$ cat src/rtl/col_parity_engine.sv
// Column-parity transform engine over DEPTH 25-bit slices held in an external
// synchronous-read memory; results are written back in place or to a copy.
module col_parity_engine #(
    parameter int DEPTH = 64,
    parameter int AW    = 7
) (
    input  logic          clk,
    input  logic          rst,
    input  logic          start,
    input  logic          mode,
    output logic [AW-1:0] rd_addr,
    input  logic [24:0]   line_in,
    output logic          write_enable,
    output logic [AW-1:0] cnt_value,
    output logic [24:0]   write_value,
    output logic          busy,
    output logic          donee
);

    typedef enum logic [2:0] {IDLE, PRELOAD, PRIME, RUN, DONE} state_t;

    localparam logic [AW-1:0] LAST = AW'(DEPTH - 1);

    state_t        state, state_nx;
    logic [AW-1:0] cnt;
    logic [4:0]    c_prev;
    logic [4:0]    c_cur;
    logic          mode_r;
    logic [24:0]   f_out;

    function automatic logic [4:0] parity(input logic [24:0] s);
        logic [4:0] c;
        c = '0;
        for (int unsigned y = 0; y < 5; y++)
            for (int unsigned x = 0; x < 5; x++)
                c[x] = c[x] ^ s[5*y+x];
        return c;
    endfunction

    always_comb begin
        c_cur = parity(line_in);
    end

    always_comb begin
        f_out = '0;
        for (int unsigned y = 0; y < 5; y++)
            for (int unsigned x = 0; x < 5; x++)
                f_out[5*y+x] = line_in[5*y+x] ^
                               (~mode_r & (c_cur[(x+4)%5] ^ c_prev[(x+1)%5]));
    end

    // Read address leads the write pipeline by two: DEPTH-1 first, then 0..DEPTH.
    always_comb begin
        state_nx = state;
        rd_addr  = '0;
        unique case (state)
            IDLE:    if (start) state_nx = PRELOAD;
            PRELOAD: begin
                rd_addr  = LAST;
                state_nx = PRIME;
            end
            PRIME:   state_nx = RUN;
            RUN: begin
                rd_addr = cnt + AW'(1);
                if (cnt == LAST) state_nx = DONE;
            end
            DONE:    state_nx = IDLE;
            default: state_nx = IDLE;
        endcase
    end

    always_ff @(posedge clk or negedge rst) begin
        if (!rst) state <= IDLE;
        else      state <= state_nx;
    end

    always_ff @(posedge clk or negedge rst) begin
        if (!rst) begin
            cnt          <= '0;
            c_prev       <= '0;
            mode_r       <= 1'b0;
            cnt_value    <= '0;
            write_value  <= '0;
            write_enable <= 1'b0;
            busy         <= 1'b0;
            donee        <= 1'b0;
        end else begin
            write_enable <= 1'b0;
            donee        <= 1'b0;
            unique case (state)
                IDLE: begin
                    cnt  <= '0;
                    busy <= start;
                    if (start) mode_r <= mode;
                end
                PRELOAD: ;
                PRIME:   c_prev <= c_cur;
                RUN: begin
                    c_prev       <= c_cur;
                    write_enable <= 1'b1;
                    cnt_value    <= cnt;
                    write_value  <= f_out;
                    if (cnt != LAST) cnt <= cnt + AW'(1);
                end
                DONE:    donee <= 1'b1;
                default: ;
            endcase
        end
    end

endmodule

$ cat config.mk
export PLATFORM = sky130hd
export DESIGN_NAME = col_parity_engine
export DESIGN_NICKNAME = d
export VERILOG_FILES = /design/src/rtl/col_parity_engine.sv
export SDC_FILE = /design/constraint.sdc
export NUM_CORES = 1
export LEC_CHECK = 0
export CORE_MARGIN = 3
export CORE_UTILIZATION = 46
export CTS_BUF_LIST = sky130_fd_sc_hd__clkbuf_8
export CTS_CLUSTER_DIAMETER = 30
export DETAILED_ROUTE_END_ITERATION = 8
export GPL_ROUTABILITY_DRIVEN = 0
export PLACE_DENSITY = 0.79
export SLEW_MARGIN = 20
export SYNTH_ARGS = -nofsm -noshare
export SYNTH_HDL_FRONTEND = slang
export SYNTH_SLANG_ARGS = --single-unit
$ cat constraint.sdc
create_clock -name clk -period 1.8 [get_ports clk]
set_clock_uncertainty 0.15 [all_clocks]
set_input_delay 0.18 -clock clk [delete_from_list [all_inputs] [get_ports clk]]
set_output_delay 0.18 -clock clk [all_outputs]
set_load 0.01 [all_outputs]
==> flow_summary.html <==
<table>
<tr><th>Metric</th><th>Value</th></tr>
<tr><th colspan="2">Hold path</th></tr>
<tr><td>Class of the worst hold path</td><td>primary input to flip-flop</td></tr>
<tr><th colspan="2">STA</th></tr>
<tr><td>WHS</td><td>0.0424 ns</td></tr>
<tr><td>Pins Over Slew Limit</td><td>0</td></tr>
<tr><td>Fmax</td><td>0.486 GHz</td></tr>
<tr><td>RSZ-0062 raised after global routing</td><td>yes</td></tr>
<tr><td>Total negative slack for setup checks</td><td>-0.448 ns</td></tr>
<tr><td>Relative max-transition margin</td><td>0.746</td></tr>
<tr><td>Worst-margin pin slew</td><td>0.377 ns</td></tr>
<tr><td>Number of setup violations in the final report</td><td>4</td></tr>
<tr><td>Setup slack of the critical path after layout</td><td>-0.258 ns</td></tr>
<tr><td>Final hold viol count</td><td>0</td></tr>
<tr><td>Share of the clock period used by the worst path after layout</td><td>1.14</td></tr>
<tr><td>Clock period minus worst slack</td><td>2.06 ns</td></tr>
<tr><th colspan="2">Synthesis</th></tr>
<tr><td>Share of Yosys cell area claimed by the top area cell type</td><td>0.461</td></tr>
<tr><td>Cell type contributing the most total cell area after synthesis</td><td>dfrtp_1</td></tr>
<tr><td>Asr flop ratio synth</td><td>1.00</td></tr>
<tr><td>Count of unique library cells instantiated by Yosys</td><td>34</td></tr>
<tr><td>Primary FF master, synth</td><td>dfrtp_1</td></tr>
<tr><td>Mean instance size in the synthesized netlist</td><td>9.44 µm²</td></tr>
<tr><td>Netlist Area Pre-Place</td><td>2770 µm²</td></tr>
<tr><td>Post-Synthesis Net Count</td><td>323</td></tr>
<tr><td>Number of instances in the synthesized netlist</td><td>293</td></tr>
<tr><td>Leading cell types by total area after synthesis</td><td>dfrtp_1 (46%), a31oi_1 (6.1%), o21ai_0 (6.0%)</td></tr>
<tr><td>Share of synthesized area occupied by flip-flops and latches</td><td>0.461</td></tr>
<tr><td>Synthesis-stage register bit count</td><td>51</td></tr>
<tr><td>Number of warnings printed during yosys synthesis</td><td>0</td></tr>
<tr><td>Number of synthesized flops with an enable pin</td><td>0</td></tr>
<tr><th colspan="2">Setup path</th></tr>
<tr><td>Arrival time worst endpoint</td><td>1.73 ns</td></tr>
<tr><td>Worst path max stage delay</td><td>0.42 ns</td></tr>
<tr><td>Setup crit end kind</td><td>primary output</td></tr>
<tr><td>Maximum fanout count along the critical path</td><td>2</td></tr>
<tr><td>Required time at the worst-slack endpoint</td><td>1.47 ns</td></tr>
<tr><td>Critical-path cell list</td><td>ha_4 -&gt; nand4_1 -&gt; or3_4 -&gt; a21oi_2 -&gt; buf_2</td></tr>
<tr><td>Worst setup path category</td><td>flip-flop to primary output</td></tr>
<tr><td>CP Launch Type</td><td>flip-flop</td></tr>
<tr><td>Cell at the slowest stage of the critical path</td><td>dfrtp_1</td></tr>
<tr><th colspan="2">Layout</th></tr>
<tr><td>Final core utilization</td><td>0.798</td></tr>
<tr><td>Antenna diode instance count</td><td>0</td></tr>
<tr><td>Most frequent standard cell in the layout excluding fill and tap cells</td><td>buf_4</td></tr>
<tr><td>Share of post-route cells with drive strength above 1</td><td>0.288</td></tr>
<tr><td>Final cell area excluding filler cells</td><td>4530 µm²</td></tr>
<tr><td>Nets@finish</td><td>459</td></tr>
<tr><td>Commonest cells after routing, fill and taps aside</td><td>buf_4 (64), dfrtp_1 (50), clkdlybuf4s50_1 (46), nor2_1 (31), o21ai_0 (30)</td></tr>
<tr><td>Synth-to-layout area growth</td><td>63.7%</td></tr>
<tr><td>Fill cell instance count of the final layout</td><td>298</td></tr>
<tr><th colspan="2">Floorplan</th></tr>
<tr><td>Die span in x</td><td>83.6 µm</td></tr>
<tr><td>Initial standard-cell utilization of the core</td><td>0.487</td></tr>
<tr><td>Num rows</td><td>27</td></tr>
<tr><td>Core ar.</td><td>5680 µm²</td></tr>
<tr><td>Num ports</td><td>71</td></tr>
<tr><td>Vertical extent of the die</td><td>83.6 µm</td></tr>
<tr><td>Area of the die</td><td>6980 µm²</td></tr>
<tr><th colspan="2">Global routing</th></tr>
<tr><td>Pin count of the biggest net entering global routing</td><td>52</td></tr>
<tr><td>Overall fraction of global-route tracks in use</td><td>0.251</td></tr>
<tr><td>Overflow left after global routing</td><td>0</td></tr>
<tr><td>Antenna violations before repair</td><td>0</td></tr>
<tr><td>First-pass GRT wire length</td><td>14.2 mm</td></tr>
<tr><td>Via count of the first global-routing pass</td><td>2815</td></tr>
<tr><th colspan="2">Drt</th></tr>
<tr><td>Total number of vias</td><td>3071</td></tr>
<tr><td>Drt wl/cell</td><td>19.6 µm</td></tr>
<tr><td>DRC violation count after routing</td><td>0</td></tr>
<tr><td>Via density per instance</td><td>6.12</td></tr>
<tr><td>Initial drt markers</td><td>297</td></tr>
<tr><td>Routed wire length</td><td>9.84 mm</td></tr>
<tr><td>Number of search-and-repair iterations in the first detailed-routing pass</td><td>5</td></tr>
<tr><td>Number of nets with antenna violations after routing</td><td>0</td></tr>
<tr><th colspan="2">Power and ir drop</th></tr>
<tr><td>Worst IR drop on VDD</td><td>0.733 mV</td></tr>
<tr><td>Pwr per Cell Area</td><td>959 nW/µm²</td></tr>
<tr><td>Static Leak</td><td>2.21 nW</td></tr>
<tr><th colspan="2">Clocking</th></tr>
<tr><td>Clk_lat worst skew</td><td>0.32 ns</td></tr>
<tr><td>Number of sinks on the clock net</td><td>51</td></tr>
<tr><td>Clock root buffer</td><td>clkbuf_8</td></tr>
<tr><td>H-tree depth reported by CTS</td><td>2</td></tr>
<tr><td>Post-CTS clock slew at the launch and capture registers of the worst setup and hold paths</td><td>0.10 ns</td></tr>
<tr><td>Worst-case clock buffer depth</td><td>2</td></tr>
<tr><td>Total clock buffers created by CTS</td><td>5</td></tr>
<tr><td>Clock tree from TritonCTS</td><td>done</td></tr>
<tr><th colspan="2">Run status</th></tr>
<tr><td>Outcome</td><td>complete, but fails checks</td></tr>
<tr><td>Violated checks</td><td>negative setup slack</td></tr>
<tr><th colspan="2">Run</th></tr>
<tr><td># Max-Cap Violations</td><td>0</td></tr>
<tr><th colspan="2">Placement</th></tr>
<tr><td>Area after detailed placement</td><td>3850 µm²</td></tr>
<tr><td>Post-place setup slack</td><td>-0.578 ns</td></tr>
<tr><td>Number of buffer cells added on primary ports</td><td>70</td></tr>
<tr><td>Dpl hpwl</td><td>5.02 mm</td></tr>
</table>
per-layer routing:
layer / vias up / part of all wire / track usage
met1: 1498 / 0.40 / 0.331
met3: 42 / 0.078 / 0.0415
met2: 204 / 0.49 / 0.425
li1: 1327 / - / -
met5: - / 0 / 0
met4: 0 / 0.034 / 0.0789
power breakdown:
part	internal [mW]	switching, mW	total [mW]
clock	0.555	0.421	0.976
sequential	1.41	0.197	1.61
combinational	1.05	0.711	1.76
cell families (layout without fill, tap and decap cells):
kind of cell | Yosys count | in the layout | share of synthesized area
DFF | 51 | 51 | 0.461
adders and majority gates | 1 | 1 | 0.00452
xor gates and xnor gates | 24 | 29 | 0.136
buffers and inverters | 24 | 156 | 0.0326
muxes | 1 | 1 | 0.00407
and+or+nand+nor | 108 | 108 | 0.186
AOI/OAI and AO/OA | 84 | 84 | 0.175
worst max-delay path: cells and delay by family, from the launching register on:
family	cells	cell delay (ns)
AND/OR/NAND/NOR	2	0.51
AO/OA/AOI/OAI	1	0.17
flip-flops	1	0.42
adder cells (fa/ha/maj)	1	0.17
buffers and inverters	1	0.15
state kept, by name, indices dropped and copies added, names as in the netlist:
register,count
busy,1
c_prev,5
cnt,7
cnt_value,7
donee,1
mode_r,1
state,3
write_enable,1
write_value,25
cell type report:
cell class / count / area (µm²) / area share
clock inverter: 3 / 67.6 / 0.0149
inverter: 4 / 18.8 / 0.00414
clock buffer: 5 / 68.8 / 0.0152
timing repair buffer: 144 / 1350 / 0.297
sequential: 51 / 1280 / 0.282
multi-input combinational: 223 / 1660 / 0.366
tap: 72 / 90.1 / 0.0199
cell usage after synthesis, types with 3 or more instances:
| library cell | instances |
|---|---|
| dfrtp_1 | 51 |
| nor2_1 | 33 |
| o21ai_0 | 33 |
| nand2_1 | 29 |
| a31oi_1 | 27 |
| or3_1 | 26 |
| clkbuf_1 | 17 |
| a21oi_1 | 13 |
| xnor2_1 | 9 |
| xnor3_1 | 6 |
| a211oi_1 | 4 |
| inv_1 | 4 |
| nand3_1 | 4 |
| xnor3_2 | 4 |
| buf_1 | 3 |
| nand2b_1 | 3 |
| nor2b_1 | 3 |
| nor3_1 | 3 |
| xnor2_2 | 3 |
repair_timing:
action                                  in CTS  in global routing
cloned                                       6                  2
hold buffers                                 1                  0
resized for setup                           46                 36
endpoints found under the hold margin       51                  0
endpoints found under the setup margin      32                 34
setup buffers                               14                 10
pin swaps                                   23                 20
worst paths after layout:
| kind | from | to | slack, ns | cells after the start |
|---|---|---|---|---|
| setup / recovery | cnt[1]$_DFFE_PN0P_ | rd_addr[6] | -0.26 | 5 |
| max in group asynchronous | rst | state[0]$_DFFE_PN0P_ | 1.03 | 3 |
| setup reg to reg | state[0]$_DFFE_PN0P_ | write_value[23]$_DFFE_PN0P_ | 0.02 | 7 |
| hold / removal | line_in[14] | write_value[14]$_DFFE_PN0P_ | 0.04 | 3 |
| min in group asynchronous | rst | write_value[3]$_DFFE_PN0P_ | 0.23 | 3 |
| hold reg to reg | cnt_value[4]$_DFFE_PN0P_ | cnt_value[4]$_DFFE_PN0P_ | 0.34 | 2 |
through the flow:
stage	std cells	power, mW
after floorplan	293	2.24
after global placement	462	2.96
after detailed placement	462	3.01
after CTS	490	4.19
after global routing	502	4.52
final	502	4.34
No activity file was read; power rests on OpenSTA's default activity.
